--- config.mk ---
export PLATFORM = sky130hd
export DESIGN_NAME = flex_fifo
export DESIGN_NICKNAME = d
export VERILOG_FILES = /design/src/rtl/flex_fifo.sv
export SDC_FILE = /design/constraint.sdc
export NUM_CORES = 1
export LEC_CHECK = 0
export ABC_CLOCK_PERIOD_IN_PS = 2700
export CAP_MARGIN = 20
export CORE_MARGIN = 2
export CORE_UTILIZATION = 35
export DETAILED_ROUTE_END_ITERATION = 12
export DONT_BUFFER_PORTS = 1
export GPL_TIMING_DRIVEN = 0
export PLACE_DENSITY = 0.51
export SLEW_MARGIN = 15
export SYNTH_ARGS = -nofsm -noshare
export SYNTH_HDL_FRONTEND = slang
export SYNTH_SLANG_ARGS = --single-unit
export TNS_END_PERCENT = 50
--- constraint.sdc ---
create_clock -name clk_i -period 2.7 [get_ports clk_i]
set_input_delay 0.54 -clock clk_i [delete_from_list [all_inputs] [get_ports clk_i]]
set_output_delay 0.54 -clock clk_i [all_outputs]
set_load 0.1 [all_outputs]
--- src/rtl/flex_fifo.sv ---
// flex_fifo: synchronous FIFO with selectable read mode.
//   FWFT = 0 : registered read, data_o/valid_o update one cycle after an accepted read.
//   FWFT = 1 : first-word-fall-through, data_o shows the head entry, valid_o = !empty_o.
// Ports:
//   clk_i, rst_ni          clock (rising edge), asynchronous active-low reset
//   wr_en_i, data_i        write request and payload
//   rd_en_i                read request (pop/acknowledge in FWFT mode)
//   clr_err_i              clears the sticky overflow/underflow flags
//   data_o, valid_o        read data and its qualifier
//   count_o                occupancy 0..DEPTH
//   full_o, empty_o, almost_full_o, almost_empty_o  status flags
//   overflow_o, underflow_o                         sticky error flags
module flex_fifo #(
  parameter int DATA_WIDTH  = 8,
  parameter int DEPTH_WIDTH = 2,
  parameter int FWFT        = 0,
  parameter int AF_THR      = (2 ** DEPTH_WIDTH) - 1,
  parameter int AE_THR      = 1
) (
  input  logic                   clk_i,
  input  logic                   rst_ni,
  input  logic                   wr_en_i,
  input  logic [DATA_WIDTH-1:0]  data_i,
  input  logic                   rd_en_i,
  input  logic                   clr_err_i,
  output logic [DATA_WIDTH-1:0]  data_o,
  output logic                   valid_o,
  output logic [DEPTH_WIDTH:0]   count_o,
  output logic                   full_o,
  output logic                   empty_o,
  output logic                   almost_full_o,
  output logic                   almost_empty_o,
  output logic                   overflow_o,
  output logic                   underflow_o
);

  localparam int PW = DEPTH_WIDTH + 1;
  localparam int DEPTH = 2 ** DEPTH_WIDTH;
  localparam logic [PW-1:0] DEPTH_C  = PW'(DEPTH);
  localparam logic [PW-1:0] AF_C     = PW'(AF_THR);
  localparam logic [PW-1:0] AE_C     = PW'(AE_THR);
  localparam logic [PW-1:0] PTR_ONE  = PW'(1);
  localparam logic [PW-1:0] PTR_ZERO = PW'(0);

  if ((AE_THR < 0) || (AE_THR >= AF_THR) || (AF_THR > DEPTH)) begin : g_thr_bad
    $fatal(1, "flex_fifo: thresholds must satisfy 0 <= AE_THR < AF_THR <= DEPTH");
  end

  logic [DATA_WIDTH-1:0]  mem_r [DEPTH];
  logic [PW-1:0]          wr_ptr_r;
  logic [PW-1:0]          rd_ptr_r;
  logic                   overflow_r;
  logic                   underflow_r;

  logic [PW-1:0]          count_s;
  logic                   full_s;
  logic                   empty_s;
  logic                   wr_acc_s;
  logic                   rd_acc_s;
  logic                   ovf_set_s;
  logic                   unf_set_s;
  logic [DEPTH_WIDTH-1:0] wr_idx_s;
  logic [DEPTH_WIDTH-1:0] rd_idx_s;

  // Occupancy, status and acceptance decode from the registered pointers
  always_comb begin
    count_s   = wr_ptr_r - rd_ptr_r;
    full_s    = (count_s == DEPTH_C);
    empty_s   = (count_s == PTR_ZERO);
    // At full a simultaneous read frees the head slot, so the write passes through
    wr_acc_s  = wr_en_i && (!full_s || rd_en_i);
    rd_acc_s  = rd_en_i && !empty_s;
    ovf_set_s = wr_en_i && full_s && !rd_en_i;
    unf_set_s = rd_en_i && empty_s;
    wr_idx_s  = wr_ptr_r[DEPTH_WIDTH-1:0];
    rd_idx_s  = rd_ptr_r[DEPTH_WIDTH-1:0];
  end

  assign count_o        = count_s;
  assign full_o         = full_s;
  assign empty_o        = empty_s;
  assign almost_full_o  = (count_s >= AF_C);
  assign almost_empty_o = (count_s <= AE_C);
  assign overflow_o     = overflow_r;
  assign underflow_o    = underflow_r;

  // Pointer advance and sticky error flags; a set event beats a same-cycle clear
  always_ff @(posedge clk_i or negedge rst_ni) begin
    if (!rst_ni) begin
      wr_ptr_r    <= PTR_ZERO;
      rd_ptr_r    <= PTR_ZERO;
      overflow_r  <= 1'b0;
      underflow_r <= 1'b0;
    end else begin
      if (wr_acc_s) begin
        wr_ptr_r <= wr_ptr_r + PTR_ONE;
      end
      if (rd_acc_s) begin
        rd_ptr_r <= rd_ptr_r + PTR_ONE;
      end
      overflow_r  <= ovf_set_s | (overflow_r  & ~clr_err_i);
      underflow_r <= unf_set_s | (underflow_r & ~clr_err_i);
    end
  end

  // Storage write; contents are deliberately left unreset
  always_ff @(posedge clk_i) begin
    if (wr_acc_s) begin
      mem_r[wr_idx_s] <= data_i;
    end
  end

  if (FWFT != 0) begin : g_fwft
    assign data_o  = mem_r[rd_idx_s];
    assign valid_o = !empty_s;
  end else begin : g_reg
    logic [DATA_WIDTH-1:0] data_r;
    logic                  valid_r;

    // Registered read port: capture the head on an accepted read, pulse valid once
    always_ff @(posedge clk_i or negedge rst_ni) begin
      if (!rst_ni) begin
        data_r  <= {DATA_WIDTH{1'b0}};
        valid_r <= 1'b0;
      end else begin
        if (rd_acc_s) begin
          data_r <= mem_r[rd_idx_s];
        end
        valid_r <= rd_acc_s;
      end
    end

    assign data_o  = data_r;
    assign valid_o = valid_r;
  end

endmodule

==> results.sh <==
export IMPL_dr_total_vias=944
export IMPL_min_period_over_period_pct=117
export IMPL_hold_class="in2reg"
export IMPL_finalSetupViolCount=37
export IMPL_place_gp_congestion=0.707
export IMPL_fmax_ghz=0.316
export IMPL_clock_latency_ps=300
export IMPL_wl_um=3500
export IMPL_instances_no_fill=198
export IMPL_start_kind="flop"
export IMPL_syn_avg_cell_area_sq_um=19.1
export IMPL_cts_tree="done"
export IMPL_slew_headroom_pct=38.4
export IMPL_drive_above_1_share_pct=39.7
export IMPL_grt_pass1_vias=1057
export IMPL_vias_per_cell=4.77
export IMPL_dieArea_sq_um=6370
export IMPL_hold_violations=0
export IMPL_firstDrtPassIters=4
export IMPL_crit_type="reg2out"
export IMPL_rsz0062_at_grt="true"
export IMPL_drc=0
export IMPL_place_hpwl_um=2230
export IMPL_grt_overflow_total=0
export IMPL_ys_ff_latch=49
export IMPL_syn_area_sq_um=2010
export IMPL_antenna_found_initial=0
export IMPL_finalMaxSlewViolations=0
export IMPL_required_ps=2160
export IMPL_ys_seq_area_share_pct=68.9
export IMPL_initial_core_util_pct=36.3
export IMPL_nFillCells=506
export IMPL_fin_ws_ps=-460
export IMPL_area_growth_pct=18.9
export IMPL_nets=145
export IMPL_drtIter0Drc=33
export IMPL_htree_levels=2
export IMPL_core_area_sq_um=5540
export IMPL_clock_skew_final_ps=5.06
export IMPL_drt_wirelength_per_cell_um=17.7
export IMPL_cts_buffers=5
export IMPL_cts_sinks=49
export IMPL_port_buffers=0
export IMPL_arrival_ps=2620
export IMPL_clk_pin_slew_ps=80
export IMPL_final_cell_mix="32 x edfxtp_1, 17 x dfrtp_1, 8 x mux4_2, 8 x mux2_4, 8 x buf_4"
export IMPL_rows=27
export IMPL_crit_fanout=2
export IMPL_ys_warn_count=0
export IMPL_postLayoutCoreUtil_pct=43.2
export IMPL_outcome="finished, violations left"
export IMPL_synth_cells=105
export IMPL_grt_pass1_wl_um=5430
export IMPL_grt_use_total_pct=12.1
export IMPL_root_buffer="clkbuf_8"
export IMPL_final_common_cell="edfxtp_1"
export IMPL_period_needed_ps=3160
export IMPL_worstMarginPinSlew_ps=924
export IMPL_pre_cts_ws_ps=-319
export IMPL_dp_cells=177
export IMPL_n_antenna_cell=0
export IMPL_synth_fp_nets=125
export IMPL_cap_violations=0
export IMPL_cts_max_path_buffers=2
export IMPL_antenna_left=0
export IMPL_die_w_um=79.8
export IMPL_endpoint_kind="output port"
export IMPL_ios=31
export IMPL_die_h_um=79.8
export IMPL_violations="negative setup slack"
export IMPL_yosysUniqueCellTypes=26
export IMPL_grt_max_degree=18
[flip-flops by register name (all words and copies together), names as in the netlist]
name	cells
data_o	8
underflow_o	1
wr_ptr_r	3
rd_ptr_r	3
mem_r	32
valid_o	1
overflow_o	1
[logic make-up after synthesis]
family                   synth area share (%)
AO/OA/AOI/OAI                            2.86
AND/OR/NAND/NOR                          1.99
flip-flops                               68.9
buffers and inverters                    2.49
multiplexers                             16.1
XOR/XNOR                                 2.92
adder cells (fa/ha/maj)                  4.73
[path summary, 6_finish.rpt]
| path | start | endpoint | slack, ps | cells past startpoint |
|---|---|---|---|---|
| max in group asynchronous | rst_ni | data_o[5] | 1410 | 1 |
| worst min register to register | wr_ptr_r[2] | wr_ptr_r[2] | 480 | 1 |
| min in group asynchronous | rst_ni | overflow_o | 780 | 1 |
| worst max register to register | rd_ptr_r[0] | mem_r[1][6] | -50 | 11 |
| worst min-delay path | data_i[0] | mem_r[3][0] | 330 | 0 |
| worst max-delay path | rd_ptr_r[0] | almost_empty_o | -460 | 5 |
[layer usage]
| layer | part of all wire (%) | routed length (um) | vias up | track usage (%) |
|---|---|---|---|---|
| met1 | 41 | 1430 | 481 | 13.6 |
| met3 | 7.0 | 246 | 4 | 5.54 |
| li1 | - | - | 433 | - |
| met5 | 0 | 0 | - | 0 |
| met2 | 51 | 1800 | 26 | 20.4 |
| met4 | 0.77 | 27 | 0 | 4.07 |
[per-stage QoR]
step	instance area, sq um	TNS (ps)	hold slack (ps)
6_report	2390	-2450	333
4_1_cts	2340	-971	326
3_5_place_dp	2130	-338	245
2_1_floorplan	2040	-487	244
5_1_grt	2390	-4980	317
3_3_place_gp	2130	-642	245
[cells in the mapped netlist]
library cell   n  area [sq um]
and3_1         1          6.26
mux4_2         8           180
o31a_1         1          8.76
mux2_1         1          11.3
a31oi_1        1          6.26
dfrtp_1       17           425
xnor2_1        2          17.5
fa_1           1          20.0
a32o_1         1          10.0
xnor3_2        1          23.8
clkbuf_2       1          5.00
buf_1          1          3.75
inv_1          8          30.0
and2_1         3          18.8
nand2_1        2          7.51
o21ai_0        1          5.00
buf_6          1          11.3
o311a_1        1          10.0
mux2_4         8           120
ha_1           6          75.1
nor2_1         2          7.51
a31o_1         1          8.76
mux2_2         1          11.3
xor2_1         2          17.5
edfxtp_1      32           961
a22o_1         1          8.76
[what timing repair did]
| action | in CTS | in global routing |
|---|---|---|
| pin swaps | 3 | 5 |
| hold buffers | 1 | 0 |
| buffers inserted | 8 | 4 |
| resized for setup | 7 | 9 |
| hold endpoints to repair | 17 | 0 |
| setup endpoints to repair | 4 | 29 |
[critical path, cell delays in order, from the launching register on]
cell and delay, ps:
dfrtp_1 420, ha_4 170, fa_2 330, xnor3_2 280
clkinvlp_4 450, nor2_4 670
[layout make-up]
cell class              instances  area (sq um)  share of cell area [%]
plain buffers                   3          20.0                   0.837
clock buffers                   6          72.6                    3.04
clock inverters                 2          33.8                    1.41
inverters                       8          33.8                    1.41
multi-input cells              45           639                    26.7
flip-flops and latches         49          1390                    58.0
well taps                      72          90.1                    3.77
repair buffers                 13           115                    4.81
Power is not shown: default switching activity piles up to over one toggle a cycle in this logic, so the estimate is an artifact.
==> RTL edit 1: new RTL, same flow settings <==
The parameter `FWFT` goes from 0 to 1. Comments in the files are not updated.
--- a/src/rtl/flex_fifo.sv
+++ b/src/rtl/flex_fifo.sv
@@ -13,7 +13,7 @@
 module flex_fifo #(
   parameter int DATA_WIDTH  = 8,
   parameter int DEPTH_WIDTH = 2,
-  parameter int FWFT        = 0,
+  parameter int FWFT        = 1,
   parameter int AF_THR      = (2 ** DEPTH_WIDTH) - 1,
   parameter int AE_THR      = 1
 ) (
Behaviour: not the same (a bounded check fails within 4 cycles, from zero or initial values and one cycle with rst_ni low).
==> RTL edit 1 against the unedited design <==
The flow still finishes with violations (setup timing); sequential cell count fell by 9; final area shrank 20%; count of clock-buffer cells in the layout is 1 higher; wire length is 19% lower; synthesized area down 18%; setup slack lost 760 ps; global-route usage decreased by 0.54 points; critical path type unchanged; critical endpoint is now valid_o.
Power is not shown: default switching activity piles up to over one toggle a cycle in this logic, so the estimate is an artifact.
==> RTL edit 1: results (changes against the unedited design) <==
| Metric | Value |
|---|---|
| Routability cong. | `0.710 (+0.37%)` |
| GR Util met1 | `0.122 (-0.0131)` |
| First-pass GRT wire length | `4170 um (-23%)` |
| Worst Skew | `7.87 ps (+2.81 ps)` |
| Largest net degree at the start of global routing | `13 (-5)` |
| Post-detail-place hpwl | `1880 um (-16%)` |
| Failing checks | `setup timing` |
| Iteration-0 DRC Markers | `25 (-24%)` |
| Crit path arrival time | `3380 ps (+760 ps)` |
| Synth top cells by count | `32 x edfxtp_1, 8 x dfrtp_1, 8 x mux4_2, 7 x inv_1, 6 x ha_1` |
| Total track usage | `0.116 (-0.00542)` |
| WL final | `2840 um (-19%)` |
| Sequential-to-total area share from yosys stat | `0.704 (+0.0146)` |
| Synth async-reset ratio | `0.200 (-0.147)` |
| Total Nets Final | `122 (-16%)` |
| Status | `finished with violations` |
| Setup ws final | `-1220 ps (-762 ps)` |
| Final setup fails | `5 (-86%)` |
| Synth Area in Adders | `0.0577 (+0.0104)` |
| Post-synthesis xor/xnor area fraction | `0.0357 (+0.00641)` |
| Met3 GRT Util | `0.0511 (-0.00432)` |
| Syn Nets | `106 (-15%)` |
| Layout fillers | `407 (-20%)` |
| Mux cell area share after synthesis | `0.125 (-0.0354)` |
| Setup TNS | `-2680 ps (-225 ps)` |
| Synth cell types | `22 (-15%)` |
RTL edit 1: logic make-up (layout without fill, tap and decap cells):
kind of cell / after synthesis / after routing
AO/OA/AOI/OAI: 7 / 7
XOR/XNOR: 5 / 5
adder cells (fa/ha/maj): 7 / 7
buffers and inverters: 9 / 26
flip-flops: 40 / 40
multiplexers: 10 / 10
AND/OR/NAND/NOR: 8 / 8
RTL edit 1: area by class of cell:
| type | instances | area [sq um] | share of cell area |
|---|---|---|---|
| Buffer | 2 | 8.76 | 0.00455 |
| Clock buffer | 7 | 76.3 | 0.0397 |
| Clock inverter | 1 | 5.00 | 0.00260 |
| Inverter | 7 | 33.8 | 0.0176 |
| Multi-Input combinational cell | 37 | 499 | 0.260 |
| Sequential cell | 40 | 1160 | 0.604 |
| Tap cell | 52 | 65.1 | 0.0338 |
| Timing Repair Buffer | 9 | 73.8 | 0.0384 |
RTL edit 1: timing repair:
| item | in CTS | in global routing |
|---|---|---|
| resized for setup | 2 | 2 |
| hold buffers | 1 | 0 |
| pin swaps | 1 | 3 |
| endpoints found under the setup margin | 7 | 6 |
| hold endpoints to repair | 8 | 0 |
| buffers inserted | 3 | 5 |
RTL edit 1: stage by stage:
| step | utilization | setup slack (ps) | area [sq um] | hold slack, ps |
|---|---|---|---|---|
| global route | 0.433 | -1290 | 1920 | 323 |
| CTS | 0.423 | -1260 | 1880 | 330 |
| global placement | 0.393 | -1010 | 1750 | 245 |
| floorplan | - | -908 | 1680 | 244 |
| finish | 0.433 | -1220 | 1920 | 344 |
| detailed placement | 0.394 | -1070 | 1750 | 245 |
RTL edit 1: worst max-delay path by stage:
stage,from,end,slack [ps],cells after the start
4_1_cts,rd_ptr_r[0]$_DFFE_PN0P_,valid_o,-1260,6
5_1_grt,wr_ptr_r[0]$_DFFE_PN0P_,valid_o,-1290,7
6_report,rd_ptr_r[0]$_DFFE_PN0P_,valid_o,-1220,6
3_3_place_gp,wr_ptr_r[0]$_DFFE_PN0P_,valid_o,-1010,7
3_5_place_dp,wr_ptr_r[0]$_DFFE_PN0P_,valid_o,-1070,7
2_1_floorplan,wr_ptr_r[0]$_DFFE_PN0P_,valid_o,-910,7
RTL edit 1: routing by layer:
layer / wire, um / share of wire
met1: 1150 / 0.40
met2: 1510 / 0.53
met3: 140 / 0.049
met4: 47 / 0.017
met5: 0 / 0
RTL edit 1: worst max-delay path: stages, from the launching register on:
cell and delay (ps):
dfrtp_1 420, ha_4 170, fa_2 330, xnor3_2 270, clkinvlp_4 480, nor2_4 740, clkinvlp_4 670
==> RTL edit 2: new RTL, config.mk and constraints unchanged <==
Without the edit above. Make the reset (`rst_ni`) synchronous in 2 clocked blocks. Comments in the files are not updated.
--- a/src/rtl/flex_fifo.sv
+++ b/src/rtl/flex_fifo.sv
@@ -85,7 +85,7 @@
   assign underflow_o    = underflow_r;
 
   // Pointer advance and sticky error flags; a set event beats a same-cycle clear
-  always_ff @(posedge clk_i or negedge rst_ni) begin
+  always_ff @(posedge clk_i) begin
     if (!rst_ni) begin
       wr_ptr_r    <= PTR_ZERO;
       rd_ptr_r    <= PTR_ZERO;
@@ -118,7 +118,7 @@
     logic                  valid_r;
 
     // Registered read port: capture the head on an accepted read, pulse valid once
-    always_ff @(posedge clk_i or negedge rst_ni) begin
+    always_ff @(posedge clk_i) begin
       if (!rst_ni) begin
         data_r  <= {DATA_WIDTH{1'b0}};
         valid_r <= 1'b0;
Behaviour: differs if rst_ni is asserted again (counterexample within 4 cycles, from zero or initial values and one cycle with rst_ni low); with rst_ni held inactive, the same outputs for 10 cycles.
==> RTL edit 2 against the unedited design <==
The run still ends with setup timing left; utilization is 1.5 points lower; setup slack worse by 80 ps; fmax is 2.5% lower; final area is 2.9% lower; register-to-register slack better by 50 ps; synthesized area is 1.4% higher; sequential share of layout area is 1.8 points lower; wire length is 3.2% higher; sequential cell count stayed put.
Power is left out: the tool's default activity adds up to more than one toggle a clock period on the data nets, which glitch-free logic cannot reach.
==> RTL edit 2: results (changes against the unedited design) <==
| Metric | Value |
|---|---|
| Status | `finished with violations` |
| Failing checks | `setup timing` |
| Min-delay worst type | `in2reg` |
| Worst Skew | `13.9 ps (+8.82 ps)` |
| Total track usage | `0.125 (+0.00366)` |
| Reg-to-reg endpoint | `rd_ptr_r[2]$_SDFFE_PN0P_` |
| Reg-to-Reg Start | `wr_ptr_r[0]$_SDFFE_PN0P_` |
| Iteration-0 DRC Markers | `42 (+27%)` |
| DR vias/cell | `4.83 (+1.4%)` |
| Total Nets Final | `171 (+18%)` |
| Hold endpoint | `mem_r[2][4]$_DFFE_PP_` |
| Crit-path max cell delay | `720 ps (+50 ps)` |
| Post-detail-place hpwl | `2530 um (+14%)` |
| FF-to-FF path depth | `7 (-4)` |
| H-tree levels | `2 (unchanged)` |
| First-pass GRT wire length | `5690 um (+4.8%)` |
| Complex-gate fraction of the synthesized area | `0.0294 (+0.000823)` |
| Synth top cells by count | `32 x edfxtp_1, 26 x nand2_1, 17 x dfxtp_1, 13 x mux2i_1` |
| Synth Area in Adders | `0.0466 (-0.000667)` |
| Top reg by flops | `mem_r` |
| Placed Area | `2170 sq um (+1.8%)` |
| Placed cell count | `213 (+20%)` |
| Synth cell types | `24 (-7.7%)` |
| CP max-delay cell | `nor2_4` |
| Syn Nets | `161 (+29%)` |
| Setup ws final | `-540 ps (-79.5 ps)` |
| Fraction of layout instances using a drive strength above 1 | `0.237 (-0.160)` |
| Post-synthesis xor/xnor area fraction | `0.0117 (-0.0176)` |
| Largest net degree at the start of global routing | `16 (-2)` |
| WL/cell | `16.1 um (-8.8%)` |
| Vias in the first global route | `1,170 (+11%)` |
| Hold Slack | `322 ps (-10.9 ps)` |
| Sequential-to-total area share from yosys stat | `0.638 (-0.0514)` |
| Mux cell area share after synthesis | `0.152 (-0.00840)` |
| Worst slew pin tran | `971 ps (+47.2 ps)` |
| Via Count | `1,083 (+15%)` |
| Max reg flops | `32 (unchanged)` |
| WHS Path Cells | `0 (unchanged)` |
| CTS buffer count | `5 (unchanged)` |
| Worst-path fanout max | `6 (+4)` |
| Largest family of logic cells by synthesized area | `multiplexers` |
| Crit path arrival time | `2700 ps (+80 ps)` |
| Post-synth EDFFs | `32 (unchanged)` |
| Layout fillers | `531 (+4.9%)` |
| Delay-heaviest family, CP | `simple AND/OR/NAND/NOR gates` |
| Place WS | `-358 ps (-38.7 ps)` |
| Clock slew at reported path FFs | `100 ps (+20 ps)` |
| Initial antenna violation count | `0 (unchanged)` |
| Startpoint of the worst hold path | `data_i[4]` |
| Routability cong. | `0.675 (-4.6%)` |
| Syn Area/Cell | `14.5 sq um (-24%)` |
| Setup TNS | `-1070 ps (+1380 ps)` |
| Synth area leaders | `edfxtp_1 47%, dfxtp_1 17%, mux4_2 8.8%` |
| Port bufs | `0 (unchanged)` |
| R2r setup slk | `0 ps (+50 ps)` |
| Synth async-reset ratio | `0 (-0.347)` |
| Final setup fails | `2 (-95%)` |
[RTL edit 2: how the worst max path moves through the flow]
stage / startpoint / end / slack (ps)
floorplan: wr_ptr_r[0]$_SDFFE_PN0P_ / empty_o / -230
global placement: wr_ptr_r[0]$_SDFFE_PN0P_ / empty_o / -330
detailed placement: wr_ptr_r[0]$_SDFFE_PN0P_ / empty_o / -360
CTS: wr_ptr_r[0]$_SDFFE_PN0P_ / empty_o / -560
global route: wr_ptr_r[0]$_SDFFE_PN0P_ / empty_o / -620
finish: wr_ptr_r[0]$_SDFFE_PN0P_ / empty_o / -540
[RTL edit 2: layer usage]
metal  track usage  vias to the layer above  share of wire
li1              -                      523              -
met1         0.125                      526           0.39
met2         0.230                       30           0.54
met3        0.0427                        4          0.058
met4        0.0559                        0         0.0075
met5             0                        -              0
[RTL edit 2: what timing repair did]
action                                  4_1_cts  5_1_grt
endpoints found under the setup margin       14        5
setup buffers                                 3        0
pin swaps                                     4        1
cloned                                        0        0
hold endpoints to repair                      0        0
resized for setup                             5        0
[RTL edit 2: cells by family (layout without fill, tap and decap cells)]
logic type | count (synthesis) | in the layout
DFF | 49 | 49
xor gates and xnor gates | 1 | 1
AOI/OAI and AO/OA | 8 | 8
muxes | 21 | 21
adders and majority gates | 7 | 7
buffers and inverters | 14 | 25
and+or+nand+nor | 41 | 41
[RTL edit 2: layout make-up]
cell class / count / area [sq um] / share of cell area
plain buffers: 6 / 31.3 / 0.0135
clock buffers: 5 / 68.8 / 0.0296
clock inverters: 3 / 41.3 / 0.0178
inverters: 8 / 36.3 / 0.0156
multi-input cells: 78 / 728 / 0.314
flip-flops and latches: 49 / 1300 / 0.561
well taps: 72 / 90.1 / 0.0388
repair buffers: 3 / 22.5 / 0.00970
